`src/rtl/spm_dump_engine.sv`:
```
// Scratchpad readback engine: sweeps a word range and streams it out as little-endian bytes.
// Define SPM_DUMP_CHECKSUM_EN to append a 32-bit additive checksum (LS byte first).
module spm_dump_engine #(
  parameter int unsigned WORDS = 4096
) (
  input  logic        clock,
  input  logic        reset,
  input  logic        io_start,
  input  logic [31:0] io_baseAddress,
  input  logic [31:0] io_wordCount,
  output logic [31:0] io_rdAddress,
  input  logic [31:0] io_rdData,
  output logic        io_out_valid,
  input  logic        io_out_ready,
  output logic [7:0]  io_out_bits,
  output logic        io_busy,
  output logic        io_done,
  output logic        io_error
);

  typedef enum logic [2:0] {
    StIdle,
    StAddr,
    StLatch,
    StSend,
`ifdef SPM_DUMP_CHECKSUM_EN
    StCsum,
`endif
    StDone
  } state_t;

  state_t      stateQ, stateD;
  logic [31:0] addrQ, addrD;
  logic [31:0] rdAddrQ;
  logic [31:0] remQ, remD;
  logic [31:0] wordQ, wordD;
  logic [1:0]  idxQ, idxD;
  logic        errQ, errD;
`ifdef SPM_DUMP_CHECKSUM_EN
  logic [31:0] csumQ, csumD;
`endif

  logic [32:0] endCheck;
  logic        outValid;
  logic        fire;
  logic        unusedAddrBits;

  // Byte offset within the word is meaningless for a word sweep.
  assign unusedAddrBits = ^io_baseAddress[1:0];

  assign endCheck = {3'b000, io_baseAddress[31:2]} + {1'b0, io_wordCount};

`ifdef SPM_DUMP_CHECKSUM_EN
  assign outValid = (stateQ == StSend) || (stateQ == StCsum);
`else
  assign outValid = (stateQ == StSend);
`endif
  assign fire = outValid && io_out_ready;

  always_comb begin
    stateD = stateQ;
    addrD  = addrQ;
    remD   = remQ;
    wordD  = wordQ;
    idxD   = idxQ;
    errD   = errQ;
`ifdef SPM_DUMP_CHECKSUM_EN
    csumD  = csumQ;
`endif
    case (stateQ)
      StIdle: begin
        if (io_start) begin
          addrD = {io_baseAddress[31:2], 2'b00};
          remD  = io_wordCount;
          idxD  = 2'd0;
          errD  = 1'b0;
`ifdef SPM_DUMP_CHECKSUM_EN
          csumD = 32'd0;
`endif
          if (endCheck > 33'(WORDS)) begin
            errD   = 1'b1;
            stateD = StDone;
          end else if (io_wordCount == 32'd0) begin
`ifdef SPM_DUMP_CHECKSUM_EN
            stateD = StCsum;
`else
            stateD = StDone;
`endif
          end else begin
            stateD = StAddr;
          end
        end
      end
      StAddr: stateD = StLatch;
      StLatch: begin
        wordD  = io_rdData;
        remD   = remQ - 32'd1;
        idxD   = 2'd0;
`ifdef SPM_DUMP_CHECKSUM_EN
        csumD  = csumQ + io_rdData;
`endif
        stateD = StSend;
      end
      StSend: begin
        if (fire) begin
          idxD = idxQ + 2'd1;
          if (idxQ == 2'd3) begin
            if (remQ != 32'd0) begin
              addrD  = addrQ + 32'd4;
              stateD = StAddr;
            end else begin
`ifdef SPM_DUMP_CHECKSUM_EN
              stateD = StCsum;
`else
              stateD = StDone;
`endif
            end
          end
        end
      end
`ifdef SPM_DUMP_CHECKSUM_EN
      StCsum: begin
        if (fire) begin
          idxD = idxQ + 2'd1;
          if (idxQ == 2'd3) stateD = StDone;
        end
      end
`endif
      StDone: stateD = StIdle;
      default: stateD = StIdle;
    endcase
  end

  always_ff @(posedge clock) begin
    if (!reset) begin
      stateQ  <= StIdle;
      addrQ   <= 32'd0;
      rdAddrQ <= 32'd0;
      remQ    <= 32'd0;
      wordQ   <= 32'd0;
      idxQ    <= 2'd0;
      errQ    <= 1'b0;
`ifdef SPM_DUMP_CHECKSUM_EN
      csumQ   <= 32'd0;
`endif
    end else begin
      stateQ <= stateD;
      addrQ  <= addrD;
      remQ   <= remD;
      wordQ  <= wordD;
      idxQ   <= idxD;
      errQ   <= errD;
`ifdef SPM_DUMP_CHECKSUM_EN
      csumQ  <= csumD;
`endif
      // Read address only moves when a read is actually issued.
      if (stateD == StAddr) rdAddrQ <= addrD;
    end
  end

  always_comb begin
    io_out_bits = 8'h00;
    case (stateQ)
      StSend: io_out_bits = wordQ[{idxQ, 3'b000} +: 8];
`ifdef SPM_DUMP_CHECKSUM_EN
      StCsum: io_out_bits = csumQ[{idxQ, 3'b000} +: 8];
`endif
      default: io_out_bits = 8'h00;
    endcase
  end

  assign io_rdAddress = rdAddrQ;
  assign io_out_valid = outValid;
  assign io_busy      = (stateQ != StIdle);
  assign io_done      = (stateQ == StDone);
  assign io_error     = (stateQ == StDone) && errQ;

endmodule

```
`config.mk`:
```
export PLATFORM = sky130hd
export DESIGN_NAME = spm_dump_engine
export DESIGN_NICKNAME = d
export VERILOG_FILES = /design/src/rtl/spm_dump_engine.sv
export SDC_FILE = /design/constraint.sdc
export NUM_CORES = 1
export LEC_CHECK = 0
export ABC_AREA = 1
export CAP_MARGIN = 0
export CORE_UTILIZATION = 55
export DETAILED_ROUTE_END_ITERATION = 10
export DONT_BUFFER_PORTS = 1
export PLACE_DENSITY_LB_ADDON = 0.12
export SYNTH_ARGS = -nofsm -noshare
export SYNTH_HDL_FRONTEND = slang
export SYNTH_SLANG_ARGS = --single-unit
```
`constraint.sdc`:
```
create_clock -name clock -period 4.6 [get_ports clock]
set_clock_uncertainty 0.1 [all_clocks]
set_input_delay 0.92 -clock clock [delete_from_list [all_inputs] [get_ports clock]]
set_output_delay 0.92 -clock clock [all_outputs]
set_load 0.05 [all_outputs]
```
==> results.json, run 1 <==
{
  "via_per_inst": 5.58,
  "endpoint_kind": "output port",
  "finalNonFillerCells": 1883,
  "drcViolationCount": 0,
  "max-slew-margin-rel_pct": 27.8,
  "path_cells": "clkinv_1 -> a21oi_1 -> o21ai_0 -> a21oi_1 -> buf_4",
  "cp_slowest_cell": "dfxtp_1",
  "rsz0062_at_grt": "no",
  "hold_path.class": "reg2reg",
  "fillers": 1804,
  "synth-main-ff-cell": "dfxtp_1",
  "totalWireLength_microns": 30800,
  "syn_inst": 1667,
  "synth-seq-cells": 134,
  "clockBufferDepth": 2,
  "core_sq_um": 17500,
  "drv_cap": 0,
  "slowest_delay_ns": 0.67,
  "synth_area_leader_cell": "dfxtp_1",
  "grt_pass1_wl_microns": 47600,
  "grt_pass1_vias": 9245,
  "grt_overflow": 0,
  "num_rows": 48,
  "syn_to_final_growth_pct": 7.51,
  "clkLatencyLatePin_ns": 0.44,
  "dr.pass1.iters": 5,
  "postCtsSetupBuffers": 0,
  "initial_core_util_pct": 57.0,
  "setup_viol": 0,
  "syn_nets": 1801,
  "cts.repair.resized": 0,
  "synth_area_per_cell_sq_um": 5.98,
  "cts_hold_buf": 0,
  "die_h_microns": 137,
  "arrival_ns": 2.48,
  "seq_area_frac_synth_pct": 26.9,
  "startpoint_type": "flip-flop",
  "clk_pin_slew_ns": 0.06,
  "fin_tns_setup_ns": 0,
  "slew_viol_final": 0,
  "grt_usage_pct": 33.3,
  "crit_required_ns": 3.58,
  "cp_common_cell": "a21oi_1",
  "power_density_nw_per_um2": 300,
  "worst_pin_slew_ns": 1.08,
  "period_needed_ns": 3.50,
  "numCtsBuffers": 17,
  "io_buffers": 0,
  "final_cell_mix": "445 x nand2_1, 229 x inv_1, 221 x nor2_1",
  "drive_gt1_share_pct": 6.34,
  "cts_num_sinks": 134,
  "grt_max_degree": 75,
  "async_reset_ff_share_pct": 0,
  "finalHoldViolCount": 0,
  "power.switching_mw": 0.989,
  "drtAntennaViolNets": 0,
  "nets": 1778,
  "synth-edff-count": 0,
  "final_common_cell": "nand2_1",
  "htreeDepth": 4,
  "max_clock_freq_ghz": 0.286,
  "swShare_pct": 30.7,
  "p_comb_share_pct": 18.0,
  "synthTopCellsByArea": "dfxtp_1 27%, nand2_1 17%, inv_1 8.7%",
  "drt_iter0_markers": 871,
  "synth_area_sq_um": 9960,
  "dr_total_vias": 10515,
  "status": "finished, final reports clean",
  "avgRoutedWirePerCell_microns": 16.3,
  "yosys_warnings": 0,
  "antenna_found_initial": 1,
  "p_seq_share_pct": 38.2,
  "p_int_mw": 2.23,
  "pin_count": 144,
  "netlist.area_leader.share_pct": 26.9,
  "place_inst": 1850,
  "min_period_over_period_pct": 76.1,
  "cts_root_buf": "clkbuf_16",
  "setup.worst_path.class": "reg2out",
  "tritoncts": "yes",
  "ir_drop_mv": 0.318,
  "synth.distinct_cells": 50,
  "fp.dieW_microns": 137,
  "dpl.hpwl_microns": 23400,
  "power_frac_clock_pct": 43.8,
  "p_leak_nw": 4.93,
  "gp_congestion": 0.950,
  "die_area_sq_um": 18700,
  "crit_fanout": 18
}
==> routing by layer <==
layer  share of wire, %  GRT usage [%]
met5                  0              0
met4                2.9           12.3
met3                9.1           7.89
met2                 45           53.7
met1                 43           42.9
==> worst paths after layout <==
path	startpoint	cells past startpoint	end	slack, ns
min reg2reg	addrQ[1]	2	addrQ[1]	0.35
min	addrQ[1]	2	addrQ[1]	0.35
max reg2reg	idxQ[0]	14	io_rdAddress[14]	1.36
max	idxQ[0]	5	io_out_bits[0]	1.10
==> power by group through the flow <==
stage / clock network [mW] / registers, mW / logic [mW]
floorplan: 0 / 1.24 / 0.453
global placement: 0 / 1.25 / 0.561
detailed placement: 0 / 1.25 / 0.568
CTS: 1.42 / 1.23 / 0.572
global route: 1.47 / 1.23 / 0.659
finish: 1.41 / 1.23 / 0.579
==> per-stage QoR <==
step                      instance area (sq um)  hold WS, ns  total power [mW]  worst slack [ns]  utilization (%)
final                                     10700        0.355              3.22              1.10             61.3
after global routing                      10700        0.377              3.36             0.860             61.3
after CTS                                 10700        0.352              3.22              1.10             61.3
after detailed placement                  10100        0.341              1.82             0.745             57.8
after global placement                    10100        0.337              1.81             0.831             57.8
after floorplan                            9960        0.327              1.70              1.30                -
==> cell usage after synthesis (3+ instances only) <==
cell type  instances
xor2_1            27
o31ai_1            3
nand3_1          109
nor4_1            13
and2_1             3
nor2_4             4
ha_1              33
inv_2              5
nand3_2            5
buf_8              5
clkbuf_1          46
nor3_2             3
nand3b_1          10
nor2_2            12
nand2_1          445
o21ai_1            5
o221ai_1           4
nand4_1           17
a21oi_2            7
a21oi_1          124
nor2_1           222
or2_2              4
o21ai_0           98
a22o_1             3
buf_1              3
o21bai_1           5
o211ai_1          16
nor3_1            24
dfxtp_1          134
inv_1            230
a31oi_1           12
a221oi_1           3
nand2_2           10
buf_2              4
==> sequential cells by signal, indices dropped and copies added (netlist names) <==
register / flops
errQ: 1
wordQ: 32
addrQ: 32
io_rdAddress: 32
remQ: 32
stateQ: 3
idxQ: 2
==> cell type report <==
| cell class | count | area [sq um] | share of cell area (%) |
|---|---|---|---|
| clock inverter | 13 | 158 | 1.47 |
| clock buffer | 19 | 453 | 4.23 |
| tap | 225 | 282 | 2.63 |
| sequential | 134 | 2680 | 25.0 |
| multi-input combinational | 1237 | 6110 | 57.0 |
| inverter | 237 | 890 | 8.30 |
| timing repair buffer | 17 | 140 | 1.31 |
| antenna | 1 | 2.50 | 0.0234 |
==> worst max-delay path: cells and delay by family (launching register included) <==
family	cells	cell delay, ns
buffers and inverters	2	0.76
flip-flops	1	0.67
AO/OA/AOI/OAI	3	0.60
==> cells by family (layout without fill, tap and decap cells) <==
group           Yosys count  count (layout)  share of synthesized area [%]
fa+ha+maj                34              34                           4.34
other cells               0               1                              0
compound gates          288             288                           16.1
simple gates            886             886                           38.2
xor+xnor                 29              29                           2.55
buf+inv                 296             286                           11.9
flops                   134             134                           26.9
Note: power is estimated with default switching activity, not from simulation.
==> run 2, diff against run 1 <==
ABC_AREA = 0   (was 1)
clock period = 3.09 ns   (was 4.6 ns; I/O delays follow)
==> results.json, run 2 <==
{
  "synth.distinct_cells": 80,
  "tritoncts": "yes",
  "setup_viol": 34,
  "async_reset_ff_share_pct": 0,
  "crit_buf_inv": 4,
  "dr.pass1.iters": 7,
  "clkLatencyLatePin_ns": 0.43,
  "gp_congestion": 0.949,
  "cts_root_buf": "clkbuf_16",
  "power_density_nw_per_um2": 449,
  "fp.dieW_microns": 129,
  "cts_hold_buf": 0,
  "ir_drop_mv": 0.531,
  "ff2ff_path_depth": 13,
  "synth_area_per_cell_sq_um": 7.98,
  "path_cells": "ha_4 -> fa_2 -> a211oi_4 -> buf_4 -> o211ai_1 -> nand2_1 -> buf_4 -> xor2_1 -> nand4_1 -> o41ai_1 -> nand4_1 -> nor3_4 -> buf_6 -> nor2_4 -> clkbuf_16 -> mux2_4",
  "synth-edff-count": 0,
  "crit_cells": 16,
  "worst_pin_slew_ns": 0.887,
  "grt_pass1_vias": 8774,
  "netlist.area_leader.share_pct": 30.3,
  "crit_required_ns": 3.30,
  "status": "complete, but fails checks",
  "rrSetupSlack_ns": -0.06,
  "synth_area_leader_cell": "dfxtp_1",
  "endpoint_kind": "flip-flop",
  "min-delay-start": "io_rdData[9]",
  "die_area_sq_um": 16600,
  "finalNonFillerCells": 1480,
  "pin_count": 144,
  "min_period_over_period_pct": 112,
  "via_per_inst": 6.39,
  "synthTopCellsByArea": "dfxtp_1 30%, nand2_1 7.3%, a21boi_0 4.7%",
  "drcViolationCount": 0,
  "arrival_ns": 3.68,
  "period_needed_ns": 3.48,
  "drt_iter0_markers": 883,
  "cts_num_sinks": 134,
  "yosys_warnings": 0,
  "max-slew-margin-rel_pct": 40.6,
  "nets": 1390,
  "synth_area_sq_um": 8850,
  "place_inst": 1426,
  "rsz0062_at_grt": "yes",
  "clk_pin_slew_ns": 0.06,
  "drv_cap": 0,
  "syn_to_final_growth_pct": 29.3,
  "syn_inst": 1109,
  "synth-seq-cells": 134,
  "setup_slack_ns": -0.386,
  "crit_fanout": 8,
  "violations": "negative setup slack",
  "slew_viol_final": 0,
  "power.total_mw": 5.13,
  "grt_pass1_wl_microns": 46600,
  "core_sq_um": 15400,
  "avgRoutedWirePerCell_microns": 20.9,
  "cp_slowest_cell": "fa_2",
  "whs_path_depth": 2,
  "drive_gt1_share_pct": 25.8,
  "reg2reg_to": "io_rdAddress[28]",
  "syn_nets": 1243,
  "num_rows": 45,
  "multi_input_area_sq_um": 6150,
  "die_h_microns": 129,
  "grt_max_degree": 139,
  "grt_usage_pct": 36.6,
  "final_cell_mix": "177 x buf_4, 171 x nand2_1, 133 x dfxtp_1",
  "grt_overflow": 0,
  "antenna_found_initial": 0,
  "totalWireLength_microns": 30900,
  "htreeDepth": 4,
  "numCtsBuffers": 17,
  "hold_path.class": "in2reg",
  "drtAntennaViolNets": 0,
  "cp_top_family": "simple AND/OR/NAND/NOR gates",
  "slowest_delay_ns": 0.37,
  "max_clock_freq_ghz": 0.288,
  "yosysMostFrequentCell": "nand2_1",
  "io_buffers": 0,
  "initial_core_util_pct": 57.3,
  "seq_area_frac_synth_pct": 30.3,
  "finalHoldViolCount": 0,
  "synth_common_cells": "172 x nand2_1, 134 x dfxtp_1, 68 x nor2_1",
  "p_leak_nw": 4.59,
  "final_common_cell": "buf_4",
  "whs_ns": 0.232,
  "min_to": "wordQ[9]",
  "synth-main-ff-cell": "dfxtp_1",
  "dpl.hpwl_microns": 22000,
  "r2r_start": "remQ[1]",
  "fillers": 1187,
  "setup.worst_path.class": "in2reg",
  "clockBufferDepth": 2,
  "dr_total_vias": 9457,
  "regArea_sq_um": 2680,
  "n_antenna_cell": 0,
  "startpoint_type": "input port"
}
==> run 2: changes by cell type in the layout (fill, tap and decap cells not counted), sizes merged, moves of 14 or more <==
cell | previous run | this run
nand3 | 114 | 26
xor2 | 27 | 5
buf | 17 | 194
a21boi | 1 | 59
and2 | 3 | 46
a21oi | 131 | 66
mux2 | 0 | 28
o21ai | 103 | 66
nor2 | 238 | 70
nor2b | 0 | 23
a211oi | 2 | 16
inv | 241 | 24
nand2 | 456 | 172
==> run 2: how the worst max path moves through the flow <==
stage | from | end | slack (ns)
floorplan | io_baseAddress[2] | io_rdAddress[14] | -0.44
global placement | io_baseAddress[3] | io_rdAddress[2] | -1.03
detailed placement | io_baseAddress[5] | io_rdAddress[31] | -1.03
CTS | io_baseAddress[2] | io_rdAddress[21] | -0.39
global route | io_baseAddress[2] | io_rdAddress[6] | -0.51
finish | io_wordCount[0] | io_rdAddress[4] | -0.39
==> run 2: stage by stage <==
step                      utilization [%]  setup TNS [ns]  area (sq um)  setup WS (ns)
after floorplan                         -          -13.35          8900         -0.445
after global placement               66.7          -33.10         10300          -1.03
after CTS                            72.3          -11.49         11100         -0.387
after global routing                 74.1          -15.81         11400         -0.505
final                                74.1          -11.60         11400         -0.386
after detailed placement             66.7          -33.12         10300          -1.03
==> run 2: area by class of cell <==
cell class,count,share of cell area (%)
flip-flops and latches,134,23.5
clock buffers,18,3.84
inverters,17,0.558
well taps,211,2.31
clock inverters,14,1.62
repair buffers,195,14.4
multi-input cells,891,53.8
==> run 2: logic make-up after synthesis <==
| logic type | share of synthesized area (%) |
|---|---|
| AO/OA/AOI/OAI | 26.3 |
| XOR/XNOR | 1.09 |
| adder cells (fa/ha/maj) | 4.89 |
| buffers and inverters | 4.06 |
| flip-flops | 30.3 |
| multiplexers | 6.80 |
| AND/OR/NAND/NOR | 26.5 |
==> run 2: layer usage <==
layer | GRT usage [%] | vias up | routed length (microns)
li1 | - | 4418 | -
met1 | 48.1 | 4421 | 13000
met2 | 57.6 | 523 | 13700
met3 | 7.40 | 95 | 2810
met4 | 17.0 | 0 | 1330
met5 | 0.294 | - | 0
==> run 2: worst register-to-register path: stages (launching register included) <==
cell and delay (ns):
dfxtp_1 0.31, inv_1 0.09, ha_4 0.15, or4b_4 0.47, nor4_4 0.32, and4_1 0.32
a21boi_4 0.09, buf_4 0.17, and3_1 0.20, nand4_1 0.17, nor3_1 0.08, a21oi_1 0.16
a21boi_1 0.13, mux2_4 0.28
==> run 2: repair_timing <==
action / CTS / global route
endpoints found under the setup margin: 38 / 53
hold endpoints to repair: 0 / 0
pin swaps: 13 / 24
resized for setup: 25 / 41
cloned: 1 / 1
setup buffers: 12 / 11
==> run 2: where the power goes <==
| group | leakage, nW | internal [mW] | total, mW | switching [mW] |
|---|---|---|---|---|
| registers | 1.09 | 1.79 | 1.84 | 0.0566 |
| clock network | 0.309 | 1.31 | 2.17 | 0.857 |
| logic | 3.19 | 0.530 | 1.12 | 0.590 |
| total | 4.59 | 3.63 | 5.13 | 1.50 |
==> run 3, diff against run 2 <==
PLACE_DENSITY_LB_ADDON = 0.3   (was 0.12)
==> results.json, run 3 (synthesized netlist as in run 2, its figures left out) <==
{
  "drv_cap": 0,
  "io_buffers": 0,
  "rsz0062_at_grt": "yes",
  "placed_area_sq_um": 10300,
  "drtAntennaViolNets": 0,
  "fin_tns_setup_ns": -8.78,
  "cts_hold_buf": 0,
  "final_design_area_no_fill_sq_um": 11100,
  "startpoint_type": "input port",
  "grtUsageMet2_pct": 57.5,
  "die_area_sq_um": 16600,
  "slew_viol_final": 0,
  "ir_drop_mv": 0.469,
  "cp_slowest_cell": "fa_2",
  "whs_path_depth": 2,
  "numCtsBuffers": 17,
  "dpl.hpwl_microns": 22200,
  "slowest_delay_ns": 0.37,
  "crit_required_ns": 3.30,
  "setup_viol": 34,
  "n_antenna_cell": 0,
  "via_per_inst": 6.30,
  "power.total_mw": 4.97,
  "arrival_ns": 3.60,
  "period_needed_ns": 3.39,
  "num_rows": 45,
  "tritoncts": "yes",
  "drt_iter0_markers": 949,
  "cts_root_buf": "clkbuf_16",
  "clk_pin_slew_ns": 0.07,
  "grtUsageMet1_pct": 46.4,
  "grt_pass1_vias": 8527,
  "p_leak_nw": 4.44,
  "drive_gt1_share_pct": 23.4,
  "max_clock_freq_ghz": 0.295,
  "die_h_microns": 129,
  "htreeDepth": 4,
  "final_common_cell": "nand2_1",
  "finalHoldViolCount": 0,
  "violations": "negative setup slack",
  "initial_core_util_pct": 57.3,
  "rrSetupSlack_ns": -0.01,
  "grt_overflow": 0,
  "dr_total_vias": 9183,
  "max-slew-margin-rel_pct": 41.1,
  "setup.worst_path.class": "in2reg",
  "totalWireLength_microns": 29700,
  "finalNonFillerCells": 1458,
  "clockBufferDepth": 2,
  "fillers": 1228,
  "crit_fanout": 13,
  "grt_pass1_wl_microns": 45900,
  "grt-busiest-layer": "met2",
  "nets": 1368,
  "avgRoutedWirePerCell_microns": 20.4,
  "grt_use_met3_pct": 8.61,
  "gp_congestion": 0.943,
  "worst_pin_slew_ns": 0.880,
  "cts_num_sinks": 134,
  "grt_usage_pct": 35.9,
  "syn_to_final_growth_pct": 25.5,
  "antenna_found_initial": 0,
  "grt_max_degree": 139,
  "endpoint_kind": "flip-flop",
  "core_sq_um": 15400,
  "drcViolationCount": 0,
  "path_cells": "ha_4 -> fa_2 -> a211oi_2 -> o21ai_2 -> a211oi_4 -> mux2i_1 -> nand2_1 -> a2111oi_4 -> nand4_1 -> nor3_2 -> buf_4 -> nor2_4 -> buf_12 -> mux2_4",
  "clkLatencyLatePin_ns": 0.43,
  "dr.pass1.iters": 5,
  "final_cell_mix": "172 x nand2_1, 161 x buf_4, 134 x dfxtp_1",
  "setup_slack_ns": -0.295,
  "hold_path.class": "in2reg",
  "whs_ns": 0.222,
  "ff2ff_path_depth": 15,
  "pin_count": 144,
  "place_inst": 1419,
  "power_density_nw_per_um2": 447,
  "min_period_over_period_pct": 110,
  "status": "complete, but fails checks",
  "fp.dieW_microns": 129
}
## run 3: cell types whose count changed in the layout (fill, tap and decap cells not counted), moves of 3 or more
cell / change
a21boi_1: -4
ha_1: +3
buf_6: -3
a21boi_0: +3
inv_8: +3
buf_4: -16
## run 3: through the flow
step	util (%)	worst slack, ns
final	72.0	-0.295
after global routing	72.0	-0.427
after CTS	70.8	-0.175
after detailed placement	66.5	-0.695
after global placement	66.5	-0.645
after floorplan	-	-0.445
## run 3: worst max-delay path, delay by kind of cell
family                   cells  cell delay [ns]
AO/OA/AOI/OAI                4             1.09
AND/OR/NAND/NOR              4             0.50
adder cells (fa/ha/maj)      2             0.51
multiplexers                 2             0.54
buffers and inverters        2             0.32
## run 3: cell type report
| type | count | area [sq um] | share of cell area [%] |
|---|---|---|---|
| multi-input combinational | 890 | 6030 | 54.3 |
| inverter | 17 | 63.8 | 0.575 |
| clock buffer | 17 | 425 | 3.83 |
| timing repair buffer | 174 | 1460 | 13.1 |
| clock inverter | 15 | 176 | 1.59 |
| sequential | 134 | 2680 | 24.2 |
| tap | 211 | 264 | 2.38 |
## run 3: report_power, final
part	total (mW)	switching [mW]	internal, mW
combinational	1.06	0.562	0.501
clock	2.06	0.902	1.16
sequential	1.84	0.0578	1.79
## run 3: routing by layer
metal  part of all wire, %  vias up  routed length [microns]
li1                      -     4382                        -
met1                    42     4323                    12300
met2                    46      408                    13600
met3                   8.9       70                     2630
met4                   3.7        0                     1100
met5                     0        -                        0
## run 3: repair_timing
item	CTS	global route
resized for setup	11	25
pin swaps	4	9
gates cloned	0	1
setup endpoints to repair	34	42
buffers inserted	4	5
## run 3: path summary, 6_finish.rpt
check,startpoint,end
hold / removal,io_rdData[18],wordQ[18]
setup reg to reg,remQ[0],io_rdAddress[31]
hold reg to reg,wordQ[9],wordQ[9]
setup / recovery,io_wordCount[0],io_rdAddress[15]
